### src/rtl/jk_bank_pkg.sv
// Shared types and the JK bank update rule for the JK bank arbiter.
package jk_bank_pkg;

  // Widest bank the shared update function handles; callers zero-extend.
  localparam int JK_MAX_W = 64;

  typedef enum logic [1:0] {
    JK_HOLD = 2'b00,
    JK_CLR  = 2'b01,
    JK_SET  = 2'b10,
    JK_TGL  = 2'b11
  } jk_cmd_t;

  typedef enum logic {
    ST_IDLE   = 1'b0,
    ST_LOCKED = 1'b1
  } arb_state_t;

  function automatic logic [JK_MAX_W-1:0] jk_apply(
    input logic [JK_MAX_W-1:0] q,
    input jk_cmd_t             cmd,
    input logic [JK_MAX_W-1:0] mask
  );
    logic [JK_MAX_W-1:0] nxt;
    case (cmd)
      JK_CLR:  nxt = q & ~mask;
      JK_SET:  nxt = q | mask;
      JK_TGL:  nxt = q ^ mask;
      default: nxt = q;
    endcase
    return nxt;
  endfunction

endpackage

### src/rtl/jk_bank_arbiter_rr_pick.sv
// Combinational round-robin picker: first set request at or above ptr, wrapping.
module rr_pick
  import jk_bank_pkg::*;
#(
  parameter  int NUM_REQ = 4,
  localparam int IDX_W   = (NUM_REQ > 1) ? $clog2(NUM_REQ) : 1
) (
  input  logic [NUM_REQ-1:0] req,
  input  logic [IDX_W-1:0]   ptr,
  output logic [NUM_REQ-1:0] gnt,
  output logic [IDX_W-1:0]   idx
);

  logic found;

  // Two passes give the wrap: [ptr, NUM_REQ) first, then [0, ptr).
  always_comb begin
    gnt   = '0;
    idx   = '0;
    found = 1'b0;
    for (int i = 0; i < NUM_REQ; i++) begin
      if (!found && req[i] && (i >= int'(ptr))) begin
        found  = 1'b1;
        gnt[i] = 1'b1;
        idx    = IDX_W'(i);
      end
    end
    for (int i = 0; i < NUM_REQ; i++) begin
      if (!found && req[i] && (i < int'(ptr))) begin
        found  = 1'b1;
        gnt[i] = 1'b1;
        idx    = IDX_W'(i);
      end
    end
  end

endmodule

### src/rtl/jk_bank_arbiter.sv
// Round-robin arbiter sharing one JK flip-flop bank between requesters, with bank locking.
// Optional stall counter output enabled by defining JK_BANK_ARBITER_STATS_EN.
module jk_bank_arbiter
  import jk_bank_pkg::*;
#(
  parameter  int NUM_REQ  = 4,
  parameter  int WIDTH    = 8,
  parameter  int LOCK_MAX = 16,
  localparam int IDX_W    = (NUM_REQ > 1) ? $clog2(NUM_REQ) : 1,
  localparam int CNT_W    = $clog2(LOCK_MAX + 1)
) (
  input  logic                     clk,
  input  logic                     rst,
  input  logic [NUM_REQ-1:0]       req_valid,
  input  logic [2*NUM_REQ-1:0]     req_jk,
  input  logic [WIDTH*NUM_REQ-1:0] req_mask,
  input  logic [NUM_REQ-1:0]       req_lock,
  output logic [NUM_REQ-1:0]       req_ready,
  output logic [WIDTH-1:0]         q,
  output logic [IDX_W-1:0]         owner,
  output logic                     busy
`ifdef JK_BANK_ARBITER_STATS_EN
  ,
  output logic [15:0]              stall_cnt
`endif
);

  arb_state_t          state_q, state_d;
  logic [IDX_W-1:0]    rr_ptr_q, rr_ptr_d;
  logic [IDX_W-1:0]    owner_q, owner_d;
  logic [CNT_W-1:0]    lock_cnt_q, lock_cnt_d;
  logic [WIDTH-1:0]    bank_q, bank_d;

  logic [NUM_REQ-1:0]  pick_gnt;
  logic [IDX_W-1:0]    pick_idx;
  logic [NUM_REQ-1:0]  grant;
  logic                xfer;
  jk_cmd_t             xfer_cmd;
  logic [WIDTH-1:0]    xfer_mask;
  logic                xfer_lock;
  logic                lock_expired;
  logic [JK_MAX_W-1:0] bank_ext, mask_ext, bank_nxt;
  logic                unused_bank_hi;

  rr_pick #(.NUM_REQ(NUM_REQ)) u_pick (
    .req (req_valid),
    .ptr (rr_ptr_q),
    .gnt (pick_gnt),
    .idx (pick_idx)
  );

  // While locked only the owner can be served; reset suppresses every grant.
  always_comb begin
    grant = '0;
    if (!rst) begin
      if (state_q == ST_IDLE) begin
        grant = pick_gnt;
      end else begin
        for (int i = 0; i < NUM_REQ; i++) begin
          grant[i] = (owner_q == IDX_W'(i)) && req_valid[i];
        end
      end
    end
  end

  assign req_ready = grant;
  assign xfer      = |grant;

  always_comb begin
    xfer_cmd  = JK_HOLD;
    xfer_mask = '0;
    xfer_lock = 1'b0;
    for (int i = 0; i < NUM_REQ; i++) begin
      if (grant[i]) begin
        xfer_cmd  = jk_cmd_t'(req_jk[2*i +: 2]);
        xfer_mask = req_mask[WIDTH*i +: WIDTH];
        xfer_lock = req_lock[i];
      end
    end
  end

  always_comb begin
    bank_ext = '0;
    mask_ext = '0;
    bank_ext[WIDTH-1:0] = bank_q;
    mask_ext[WIDTH-1:0] = xfer_mask;
    bank_nxt = jk_apply(bank_ext, xfer_cmd, mask_ext);
  end

  // Bits of the shared update above WIDTH are never consumed.
  assign unused_bank_hi = ^bank_nxt;

  assign lock_expired = (lock_cnt_q == CNT_W'(LOCK_MAX - 1));

  always_comb begin
    state_d    = state_q;
    rr_ptr_d   = rr_ptr_q;
    owner_d    = owner_q;
    lock_cnt_d = lock_cnt_q;
    bank_d     = bank_q;
    if (xfer) begin
      bank_d = bank_nxt[WIDTH-1:0];
    end
    case (state_q)
      ST_IDLE: begin
        if (xfer) begin
          owner_d  = pick_idx;
          rr_ptr_d = (pick_idx == IDX_W'(NUM_REQ - 1)) ? '0 : pick_idx + 1'b1;
          if (xfer_lock) begin
            state_d    = ST_LOCKED;
            lock_cnt_d = '0;
          end
        end
      end
      default: begin
        // rr_ptr already points past the owner from the locking transfer.
        lock_cnt_d = lock_cnt_q + 1'b1;
        if ((xfer && !xfer_lock) || lock_expired) begin
          state_d = ST_IDLE;
        end
      end
    endcase
  end

  always_ff @(posedge clk) begin
    if (rst) begin
      state_q    <= ST_IDLE;
      rr_ptr_q   <= '0;
      owner_q    <= '0;
      lock_cnt_q <= '0;
      bank_q     <= '0;
    end else begin
      state_q    <= state_d;
      rr_ptr_q   <= rr_ptr_d;
      owner_q    <= owner_d;
      lock_cnt_q <= lock_cnt_d;
      bank_q     <= bank_d;
    end
  end

  assign q     = bank_q;
  assign owner = owner_q;
  assign busy  = (state_q == ST_LOCKED);

`ifdef JK_BANK_ARBITER_STATS_EN
  logic [15:0] stall_cnt_q, stall_cnt_d;

  // A cycle stalls when some valid requester is left without a transfer.
  always_comb begin
    stall_cnt_d = stall_cnt_q;
    if ((|(req_valid & ~grant)) && (stall_cnt_q != 16'hFFFF)) begin
      stall_cnt_d = stall_cnt_q + 16'd1;
    end
  end

  always_ff @(posedge clk) begin
    if (rst) begin
      stall_cnt_q <= '0;
    end else begin
      stall_cnt_q <= stall_cnt_d;
    end
  end

  assign stall_cnt = stall_cnt_q;
`endif

endmodule

### config.mk
export PLATFORM = sky130hd
export DESIGN_NAME = jk_bank_arbiter
export DESIGN_NICKNAME = d
export VERILOG_FILES = /design/src/rtl/jk_bank_pkg.sv /design/src/rtl/jk_bank_arbiter_rr_pick.sv /design/src/rtl/jk_bank_arbiter.sv
export SDC_FILE = /design/constraint.sdc
export NUM_CORES = 1
export LEC_CHECK = 0
export CELL_PAD_IN_SITES_DETAIL_PLACEMENT = 0
export CELL_PAD_IN_SITES_GLOBAL_PLACEMENT = 1
export CORE_ASPECT_RATIO = 1.1
export CORE_UTILIZATION = 30
export DETAILED_ROUTE_END_ITERATION = 8
export HOLD_SLACK_MARGIN = 0.12
export PLACE_DENSITY_LB_ADDON = 0.1
export SLEW_MARGIN = 5
export SYNTH_ARGS = -nofsm -noshare
export SYNTH_HDL_FRONTEND = slang
export SYNTH_HIERARCHICAL = 1
export SYNTH_SLANG_ARGS = --single-unit
### constraint.sdc
create_clock -name clk -period 2.8 [get_ports clk]
set_clock_uncertainty 0.1 [all_clocks]
set_input_delay 0.56 -clock clk [delete_from_list [all_inputs] [get_ports clk]]
set_output_delay 0.56 -clock clk [all_outputs]
set_load 0.02 [all_outputs]
==> flow_metrics.py, run 1 <==
metrics = {
    "clocking": {
        "worstSkewPairLatency_ns": 0.25,
        "cts_tree": "built",
        "clkSlewWorstSetupHoldPaths_ns": 0.07,
        "clock-sinks": 18,
        "hold_buffers": 0,
        "cts_htree_levels": 1,
        "cts-root-buf": "clkbuf_8",
        "clk_path_buf_depth": 2,
        "cts_buffers": 3,
    },
    "pwr": {
        "power.total_mw": 1.301,
        "powerDensity_nw_per_um2": 454.0,
        "leakagePower_nw": 1.108,
        "ir_worst_vdd_mv": 0.2437,
    },
    "detailed_routing": {
        "final_antenna_net_count": 0,
        "drtIter0Drc": 44,
        "totalWireLength_um": 5127,
        "vias_per_cell": 4.841,
        "routedWlPerCell_um": 13.78,
        "first_pass_iters": 4,
        "drc": 0,
        "via_count": 1801,
    },
    "timing": {
        "max_freq_ghz": 0.3733,
        "drv_slew": 0,
        "period_minus_slack_ns": 2.679,
        "worstMarginPinSlew_ns": 0.4104,
        "holdWs_ns": 0.3686,
        "post-route-period-util_pct": 95.68,
        "relSlewSlack_pct": 72.64,
        "rsz0062_at_grt": "no",
        "fin_tns_setup_ns": 0,
        "setup_violations": 0,
        "hold_viol_final": 0,
    },
    "cells_and_area": {
        "drive_above_1_share_pct": 23.63,
        "post-route-util_pct": 46.85,
        "fill_cells": 616,
        "diodes": 0,
        "syn2layout_area_growth_pct": 51.12,
        "stdcell_count": 372,
        "layout.nets": 362,
    },
    "place": {
        "dpl.hpwl_um": 4132,
        "placedCellCount": 366,
        "gp_congestion": 0.7603,
        "port_buffers": 64,
    },
    "synthesis": {
        "synth_cell_type_count": 59,
        "ys_warn_count": 6,
        "synthArstFlopShare_pct": 0,
        "syn_area_per_cell_um2": 8.947,
        "synth_enable_flop_cells": 0,
        "synthFlopType": "dfxtp_1",
        "ys_seq_area_share_pct": 19.00,
        "syn_nets": 281,
        "synthCells": 212,
        "yosys_register_bits": 18,
        "syn_area_um2": 1897,
    },
    "hold_path": {
        "hold_path.class": "reg -> reg",
    },
    "critical_path": {
        "crit_path_top_delay_cell": "mux2_2",
        "worst_setup_path_end_kind": "flop",
        "critPathMaxFanout": 16,
        "crit_top_cell": "buf_12",
        "cp.arrival_ns": 2.76,
        "crit_chain": "dlygate4sd2_1 > buf_4 > nor2_1 > o221a_2 > nand2b_1 > a21oi_4 > buf_12 > a211oi_2 > a211oi_4 > buf_12 > mux2_2 > o22ai_2",
        "critical_path_class": "in -> reg",
        "required_ns": 2.88,
        "slowest_delay_ns": 0.35,
        "worstSetupStartpointType": "input port",
    },
    "floorplanning": {
        "fp.dieW_um": 77.82,
        "core_area_um2": 6118,
        "start_util_pct": 31.00,
        "pin_count": 65,
        "dieArea_um2": 6645,
        "row_count": 30,
        "chipHeight_um": 85.40,
    },
    "global_routing": {
        "grt_max_degree": 17,
        "grt.total_usage_pct": 16.36,
        "grt-ovfl-total": 0,
        "antenna_found_initial": 0,
        "grt_pass1_vias": 1830,
        "grt_first_pass_wirelength_um": 8769,
    },
    "run_status": {
        "status": "complete, no violations",
    },
    "run": {
        "max-cap-violations": 0,
    },
}
==> cell usage after synthesis (all sizes together) (4+ instances only) <==
cell / count / share of area [%]
inv: 11 / 2.2
a21oi: 11 / 3.9
buf: 12 / 4.6
nand2b: 9 / 3.0
mux2i: 19 / 10
clkbuf: 5 / 1.1
mux2: 9 / 5.7
and3: 4 / 1.3
a22oi: 8 / 3.2
nand2: 14 / 2.8
a211oi: 4 / 2.5
o22ai: 9 / 5.6
nor2b: 5 / 1.6
dfxtp: 18 / 19
nor2: 9 / 1.8
ha: 19 / 13
o21ai: 12 / 3.2
==> layout by cell type, fill, tap and decap left out, drive strengths merged, types with 4 or more instances in the layout <==
cell           instances
a211oi                 4
a21oi                 11
a22oi                  8
and3                   4
buf                   29
clkbuf                 7
clkdlybuf4s50         55
dfxtp                 18
dlygate4sd2            5
ha                    19
inv                   11
mux2                   9
mux2i                 19
nand2                 14
nand2b                 9
nor2                   9
nor2b                  5
o21ai                 12
o22ai                  9
==> timing repair <==
action	CTS	global route
endpoints found under the setup margin	20	17
resized for setup	13	17
hold endpoints to repair	0	0
pin swaps	4	5
buffers inserted	1	1
==> worst paths after layout <==
path,startpoint,endpoint,slack [ns],cells after the start
max,req_valid[1],q[2],0.12,12
min,lock_cnt_q[4],lock_cnt_q[4],0.37,1
max reg2reg,rr_ptr_q[1],q[2],0.23,11
min reg2reg,lock_cnt_q[4],lock_cnt_q[4],0.37,1
==> critical path: cells and delay by family <==
kind,cells,cell delay [ns]
buffers and inverters,4,0.77
AOI/OAI and AO/OA,5,0.91
and+or+nand+nor,2,0.16
muxes,1,0.35
==> layer usage <==
layer	GRT usage, %	vias to the layer above	wire, um
met3	3.333	0	273
met5	0	-	0
met1	19.79	818	2196
met2	30.73	42	2657
li1	-	941	-
met4	1.029	0	0
==> cell type report <==
cell class              count  area (um^2)  share of cell area (%)
well taps                  80        100.1                   3.492
clock buffers               4        55.05                   1.921
multi-input cells         166         1419                   49.50
inverters                  11        41.29                   1.440
repair buffers             93        888.4                   30.99
flip-flops and latches     18        362.8                   12.66
==> through the flow <==
stage | cell area, um^2 | setup WS (ns)
2_1_floorplan | 1926 | -0.006486
3_3_place_gp | 2780 | -0.5277
3_5_place_dp | 2780 | -0.5089
4_1_cts | 2841 | 0.01044
5_1_grt | 2867 | 0.002996
6_report | 2867 | 0.1210
==> state kept, by name, indices dropped and copies added (netlist names) <==
signal      cells
busy            1
lock_cnt_q      5
owner           2
q               8
rr_ptr_q        2
==> where the power goes <==
| group | internal, mW | total [mW] | leakage (nW) | switching (mW) |
|---|---|---|---|---|
| clock network | 0.125 | 0.210 | 0.0288 | 0.0853 |
| registers | 0.294 | 0.339 | 0.147 | 0.0445 |
| logic | 0.408 | 0.753 | 0.932 | 0.345 |
| total | 0.827 | 1.30 | 1.11 | 0.474 |
==> logic make-up (layout without fill, tap and decap cells) <==
family / after synthesis / count (layout) / synth area share, %
fa+ha+maj: 19 / 19 / 12.53
flops: 18 / 18 / 19.00
mux: 28 / 28 / 15.76
compound gates: 61 / 61 / 26.45
simple gates: 58 / 58 / 18.34
buf+inv: 28 / 108 / 7.915
(Power assumes the default switching activity.)
==> run 2, diff against run 1 <==
--- a/config.mk
+++ b/config.mk
@@ -12,6 +12,7 @@
 export DETAILED_ROUTE_END_ITERATION = 8
 export HOLD_SLACK_MARGIN = 0.12
 export PLACE_DENSITY_LB_ADDON = 0.1
+export REMOVE_ABC_BUFFERS = 1
 export SLEW_MARGIN = 5
 export SYNTH_ARGS = -nofsm -noshare
 export SYNTH_HDL_FRONTEND = slang
==> run 2 against run 1 <==
Effect of this change:
- power rose by 3.9%
- die area did not move
- non-clock buffer count rose by 17
- routed wire length fell by 1.5%
- sequential share of layout area fell by 0.47 points
- clock power rose by 5%
- first-iteration DRC count fell by 2.3%
- via count rose by 4.6%
==> flow_metrics.py, run 2 (synthesis gave the netlist of run 1 again) <==
metrics = {
    "run_status": {
        "status": "complete, no violations",
    },
    "detailed_routing": {
        "vias_per_cell": 4.843,
        "top_layer": "met4",
        "final_antenna_net_count": 0,
        "dr_wl_met3_um": 202,
        "via_count": 1884,
        "met2_length_um": 2660,
        "first_pass_iters": 4,
        "routedWlPerCell_um": 12.99,
        "totalWireLength_um": 5052,
        "drc": 0,
        "routedLengthMet1_um": 2168,
        "drtIter0Drc": 43,
    },
    "timing": {
        "max_freq_ghz": 0.3722,
        "relSlewSlack_pct": 70.43,
        "hold_viol_final": 0,
        "setup_violations": 0,
        "drv_slew": 0,
        "worstMarginPinSlew_ns": 0.4394,
        "period_minus_slack_ns": 2.686,
        "fin_ws_ns": 0.1136,
        "post-route-period-util_pct": 95.94,
    },
    "run": {
        "max-cap-violations": 0,
    },
    "floorplanning": {
        "fp.dieW_um": 77.82,
        "pin_count": 65,
        "row_count": 30,
        "dieArea_um2": 6645,
        "core_area_um2": 6118,
        "chipHeight_um": 85.40,
        "start_util_pct": 31.00,
    },
    "hold_path": {
        "whs_path_depth": 1,
        "hold_path.class": "reg -> reg",
        "min_to": "lock_cnt_q[4]",
        "hp-start": "lock_cnt_q[4]",
    },
    "pwr": {
        "leakagePower_nw": 1.174,
        "netSwitchingFraction_pct": 36.33,
        "p_comb_share_pct": 58.6,
        "ir_worst_vdd_mv": 0.3070,
        "p_sw_mw": 0.4911,
        "intPower_mw": 0.8607,
        "powerDensity_nw_per_um2": 454.0,
        "clkPwrFrac_pct": 16.3,
        "power_frac_seq_pct": 25.1,
    },
    "critical_path": {
        "required_ns": 2.14,
        "critPathMaxFanout": 5,
        "r2r_cells": 13,
        "worstSetupStartpointType": "input port",
        "reg2reg_slack_ns": 0.24,
        "r2r-start": "rr_ptr_q[0]",
        "critical_path_class": "in -> out",
        "regToRegEndpoint": "q[7]",
        "cp.arrival_ns": 2.03,
        "worst_setup_path_end_kind": "primary output",
    },
    "global_routing": {
        "grt_first_pass_wirelength_um": 7983,
        "antenna_found_initial": 0,
        "grt_pass1_vias": 1773,
        "grt_max_degree": 19,
        "grt.total_usage_pct": 15.08,
        "grt-ovfl-total": 0,
    },
    "clocking": {
        "cts-root-buf": "clkbuf_8",
        "clk_path_buf_depth": 2,
        "cts_buffers": 3,
        "cts_tree": "built",
        "worstSkewPairLatency_ns": 0.25,
        "cts_htree_levels": 1,
        "clkSlewWorstSetupHoldPaths_ns": 0.07,
        "clock-sinks": 18,
    },
    "cells_and_area": {
        "drive_above_1_share_pct": 26.86,
        "layout_commonest_cell": "clkdlybuf4s50_1",
        "syn2layout_area_growth_pct": 56.99,
        "largest_register_ffs": 8,
        "fill_cells": 613,
        "final_cell_mix": "56 x clkdlybuf4s50_1, 41 x buf_4, 19 x mux2i_1, 19 x ha_1, 16 x dfxtp_1",
        "final_area_um2": 2978,
        "stdcell_count": 389,
        "layout.nets": 379,
        "multiInputGateArea_um2": 1404,
        "register_area_um2": 362.8,
        "diodes": 0,
    },
    "place": {
        "post-place-ws_ns": -0.5260,
        "dpl.hpwl_um": 3939,
        "port_buffers": 64,
        "placedCellCount": 380,
        "gp_congestion": 0.7713,
        "post_dp_cell_area_um2": 2861,
    },
}
run 2: timing repair:
action	4_1_cts	5_1_grt
cloned	0	1
buffers inserted	0	4
resized for setup	10	20
endpoints found under the setup margin	19	15
pin swaps	2	9
hold buffers	0	0
run 2: worst max-delay path by stage:
| stage | cells past startpoint | endpoint | startpoint |
|---|---|---|---|
| finish | 9 | req_ready[1] | req_valid[0] |
| global route | 14 | q[5] | req_valid[0] |
| CTS | 14 | q[7] | req_valid[2] |
| detailed placement | 11 | lock_cnt_q[3] | req_valid[2] |
| global placement | 11 | lock_cnt_q[3] | req_valid[2] |
| floorplan | 9 | q[7] | req_valid[3] |
run 2: cell type report:
type,count,share of cell area (%)
repair buffers,110,34.08
multi-input cells,166,47.14
flip-flops and latches,18,12.18
well taps,80,3.361
inverters,11,1.387
clock buffers,4,1.849
run 2: worst max-delay path: stages:
cell,delay [ns]
dlygate4sd2_1,0.26
buf_4,0.16
nand2_1,0.05
and3_1,0.14
nand2b_1,0.11
a21oi_4,0.21
buf_4,0.13
buf_4,0.09
dlygate4sd2_1,0.32
run 2: metrics by stage:
step / hold WS (ns) / TNS, ns / util (%) / power, mW
finish: 0.3629 / 0 / 48.67 / 1.352
global route: 0.3930 / -0.01893 / 48.67 / 1.463
global placement: 0.3524 / -8.932 / 46.77 / 1.102
detailed placement: 0.3511 / -9.247 / 46.77 / 1.109
CTS: 0.3725 / 0 / 47.59 / 1.333
floorplan: 0.3323 / -7.983 / - / 0.7572
run 2: power groups by stage:
| stage | Clock (mW) | Sequential [mW] | Combinational, mW |
|---|---|---|---|
| floorplan | 0 | 0.374 | 0.384 |
| CTS | 0.230 | 0.339 | 0.764 |
| detailed placement | 0 | 0.345 | 0.765 |
| global route | 0.244 | 0.348 | 0.870 |
| finish | 0.220 | 0.340 | 0.792 |
| global placement | 0 | 0.345 | 0.757 |
run 2: per-layer routing:
metal / vias up / GRT usage, %
met5: - / 0
met3: 2 / 3.226
met4: 0 / 2.058
met1: 875 / 17.35
met2: 30 / 28.80
li1: 977 / -
==> RTL edit 1: new RTL, settings of run 1 <==
`NUM_REQ` is set to 4 in 2 places; all go to 8.
--- a/src/rtl/jk_bank_arbiter_rr_pick.sv
+++ b/src/rtl/jk_bank_arbiter_rr_pick.sv
@@ -2,7 +2,7 @@
 module rr_pick
   import jk_bank_pkg::*;
 #(
-  parameter  int NUM_REQ = 4,
+  parameter  int NUM_REQ = 8,
   localparam int IDX_W   = (NUM_REQ > 1) ? $clog2(NUM_REQ) : 1
 ) (
   input  logic [NUM_REQ-1:0] req,
--- a/src/rtl/jk_bank_arbiter.sv
+++ b/src/rtl/jk_bank_arbiter.sv
@@ -3,7 +3,7 @@
 module jk_bank_arbiter
   import jk_bank_pkg::*;
 #(
-  parameter  int NUM_REQ  = 4,
+  parameter  int NUM_REQ  = 8,
   parameter  int WIDTH    = 8,
   parameter  int LOCK_MAX = 16,
   localparam int IDX_W    = (NUM_REQ > 1) ? $clog2(NUM_REQ) : 1,
Interface: changed (6 resized); port bits go from 65 to 118. The function was not compared with the original's and may differ.
==> RTL edit 1 against run 1 <==
Total power grew to 3.1 times the old value. Largest cell class unchanged. Count of clock-buffer cells in the layout is 1 lower. Synthesized cell count is 59% higher. Routed wire length is 140% higher. Via count is 100% higher. Utilization is 22 points higher. Setup slack worse by 0.82 ns. The run now ends with setup timing left. Sequential cell count is 2 higher. Largest power group unchanged. Synthesized area is 40% higher. Clock power is 43% higher. Design area is 100% higher. Sequential power is 51% higher.
==> RTL edit 1: results (changes against run 1) <==
metric;value;unit;change
grt_first_pass_wirelength;17900;um;+100%
drtIter0Drc;109;;+150%
hold_path_depth;2;;+1
syn_nets;455;;+62%
placed_cells;650;;+78%
hold_class;register to register;;
cts_resized;120;;+107
routed_via_density;5.21;;+7.6%
finalSetupViolations;27;;+27
clk_share;1.23;%;-0.69 points
drt-met1-wl;4670;um;+110%
synth.area.mux_share;7.52;%;-8.2 points
clk_latency;0.27;ns;+0.02 ns
nets;699;;+93%
yosysUniqueCellTypes;81;;+37%
hpwl;9180;um;+120%
grt_pass1_vias;3638;;+99%
cp-startpoint;rr_ptr_q[0];;
status;finished with violations;;
syn_area_per_cell;7.90;um2;-12%
multi_input_cells;274;;+65%
nonClockBufferCount;254;;+170%
max_stage_delay;0.37;ns;+0.02 ns
power_leakage;2.38;nW;+110%
layout.nonclk_buf_share;41.3;%;+10 points
multi_input_area;2680;um2;+89%
met2_length;6580;um;+150%
path_clk_slew;0.08;ns;
route.met3.wl;517;um;+89%
timing.final.ws_setup;-0.697;ns;-0.818 ns
crit_end;q[1];;
synth_fa_ha_area_share;9.39;%;-3.1 points
inv_count;28;;+17
wl;12200;um;+140%
gp_congestion;0.866;;+14%
synth_compound_area_share;35.3;%;+8.8 points
final_cells;691;;+86%
r2r-end;q[1];;
synth_xor_area_share;0.329;%;+0.33 points
r2r_cells;18;;+7
cts.sinks;20;;+2
maxUsedRoutingLayer;met4;;
drive_gt1_share;47.1;%;+23 points
yosys-top-cells-area;dfxtp_1 15%, ha_1 9.4%, mux2i_1 7.5%;;
track_usage;24.8;%;+8.4 points
post-cts-setup-buffers;40;;+39
violations;setup timing;;
synth_common_cells;44 x nor2_1, 25 x nand2_1, 24 x inv_1;;
RTL edit 1: per-layer routing:
metal / vias up / GRT usage [%]
met2: 110 / 48.9
met3: 27 / 3.70
li1: 1762 / -
met5: - / 0
met4: 0 / 10.1
met1: 1699 / 26.0
RTL edit 1: per-stage QoR:
step	setup WS, ns	setup TNS [ns]	hold slack [ns]	utilization, %	instance area [um2]
after floorplan	-0.658	-5.86	0.325	-	2750
after global placement	-1.44	-33.49	0.336	55.4	4710
after detailed placement	-1.49	-34.25	0.351	55.4	4710
after CTS	-0.841	-15.79	0.368	61.8	5250
after global routing	-0.832	-15.81	0.410	68.5	5820
final	-0.697	-12.20	0.366	68.5	5820
RTL edit 1: power by group through the flow:
stage,combinational [mW],clock [mW],sequential [mW]
floorplan,1.36,0,0.554
global placement,2.35,0,0.503
detailed placement,2.40,0,0.508
CTS,2.77,0.302,0.507
global route,3.47,0.318,0.526
finish,3.24,0.300,0.511
==> RTL edit 2: new RTL, flow settings as in run 1 <==
Without the edit above. Build with the macro `JK_BANK_ARBITER_STATS_EN` defined.
--- a/src/rtl/jk_bank_arbiter.sv
+++ b/src/rtl/jk_bank_arbiter.sv
@@ -1,5 +1,7 @@
 // Round-robin arbiter sharing one JK flip-flop bank between requesters, with bank locking.
 // Optional stall counter output enabled by defining JK_BANK_ARBITER_STATS_EN.
+`define JK_BANK_ARBITER_STATS_EN
+
 module jk_bank_arbiter
   import jk_bank_pkg::*;
 #(
Function (old outputs only; new: stall_cnt): kept (equiv_simple and equiv_induct, registers matched by name and starting in step).
==> RTL edit 2 against run 1 <==
Routed wire length increased by 50%. Global-route usage increased by 1.0 points. Final cell count increased by 49%. Sequential power increased by 83%. Total power increased by 72%. Synthesized area increased by 37%. Synthesized cell count increased by 49%. Largest cell class unchanged. Non-clock buffer count increased by 44. Sequential cell count increased by 16. Setup slack improved by 0.015 ns. Fmax increased by 0.55%. Sequential share of layout area increased by 4.0 points. Design area increased by 43%.
==> RTL edit 2: results (changes against run 1) <==
metric;value;unit;change
cp-startpoint;req_valid[0];;
initial_core_util;31.0;%;about the same
grt_first_pass_wirelength;12700;um;+45%
place_ws;-0.551;ns;-0.0423 ns
port_buffers;80;;+25%
maxUsedRoutingLayer;met4;;
grt_pass1_vias;2639;;+44%
gp_congestion;0.811;;+6.7%
syn_nets;386;;+37%
drive_gt1_share;22.1;%;-1.5 points
drt-met1-wl;3450;um;+57%
track_usage;17.4;%;+1.0 points
yosysSeqAreaShare;26.3;%;+7.3 points
route.met3.wl;296;um;+8.4%
wire_per_inst;13.9;um;+1.1%
ir_drop;0.000281;V;+15%
worstSetupPathType;input port to primary output;;
routed_via_density;5.04;;+4.1%
seq_power;621;uW;+83%
worstHoldStart;lock_cnt_q[3];;
hpwl;5870;um;+42%
largest_register_ffs;16;;+8
slew-limit-headroom;72.4;%;-0.25 points
worst-path-max-fanout;6;;-10
met2_length;3910;um;+47%
placed_cell_area;3800;um2;+37%
status;finished clean;;
nets;512;;+41%
cts_buffers;5;;+2
final_cells;554;;+49%
syn_area_per_cell;8.20;um2;-8.3%
htreeDepth;2;;+1
==> RTL edit 2: cell count changes in the layout (fill, tap and decap cells not counted), moves of 8 or more <==
cell	delta
a21oi_1	+16
o22ai_1	+8
inv_1	+12
buf_4	+29
clkdlybuf4s50_1	+17
nor2_1	+17
dfxtp_1	+17
o21ai_1	-8
o22ai_2	-8
==> RTL edit 2: what timing repair did <==
item	4_1_cts	5_1_grt
setup endpoints to repair	30	17
resized for setup	25	15
pin swaps	9	10
setup buffers	5	6
==> RTL edit 2: kinds of logic after synthesis <==
group / share of synthesized area [%]
AO/OA/AOI/OAI: 27.8
XOR/XNOR: 0.338
adder cells (fa/ha/maj): 9.65
buffers and inverters: 7.72
flip-flops: 26.3
multiplexers: 8.49
AND/OR/NAND/NOR: 19.7
==> RTL edit 2: worst max-delay path, stage by stage <==
cell and delay [ns]:
dlygate4sd2_1 0.26, buf_4 0.16, a21oi_1 0.12, o221a_2 0.21, nand2b_1 0.08, a21oi_2 0.23, dlygate4sd2_1 0.39
==> RTL edit 2: final timing paths <==
kind | endpoint | slack, ns
max | req_ready[3] | 0.14
max reg2reg | q[6] | 0.20
min | lock_cnt_q[3] | 0.37
min reg2reg | lock_cnt_q[3] | 0.37
==> RTL edit 2: routing by layer <==
metal,vias to the layer above,track usage (%)
li1,1423,-
met1,1305,21.4
met2,56,31.8
met3,8,2.68
met4,0,3.72
met5,-,0
==> RTL edit 2: layout make-up <==
type                            instances  area, um2
Clock inverter                          2       60.1
Multi-Input combinational cell        239       1800
Fill cell                             848       4270
Sequential cell                        34        684
Inverter                               25       95.1
Clock buffer                            6       82.6
Timing Repair Buffer                  137       1240
Tap cell                              111        139
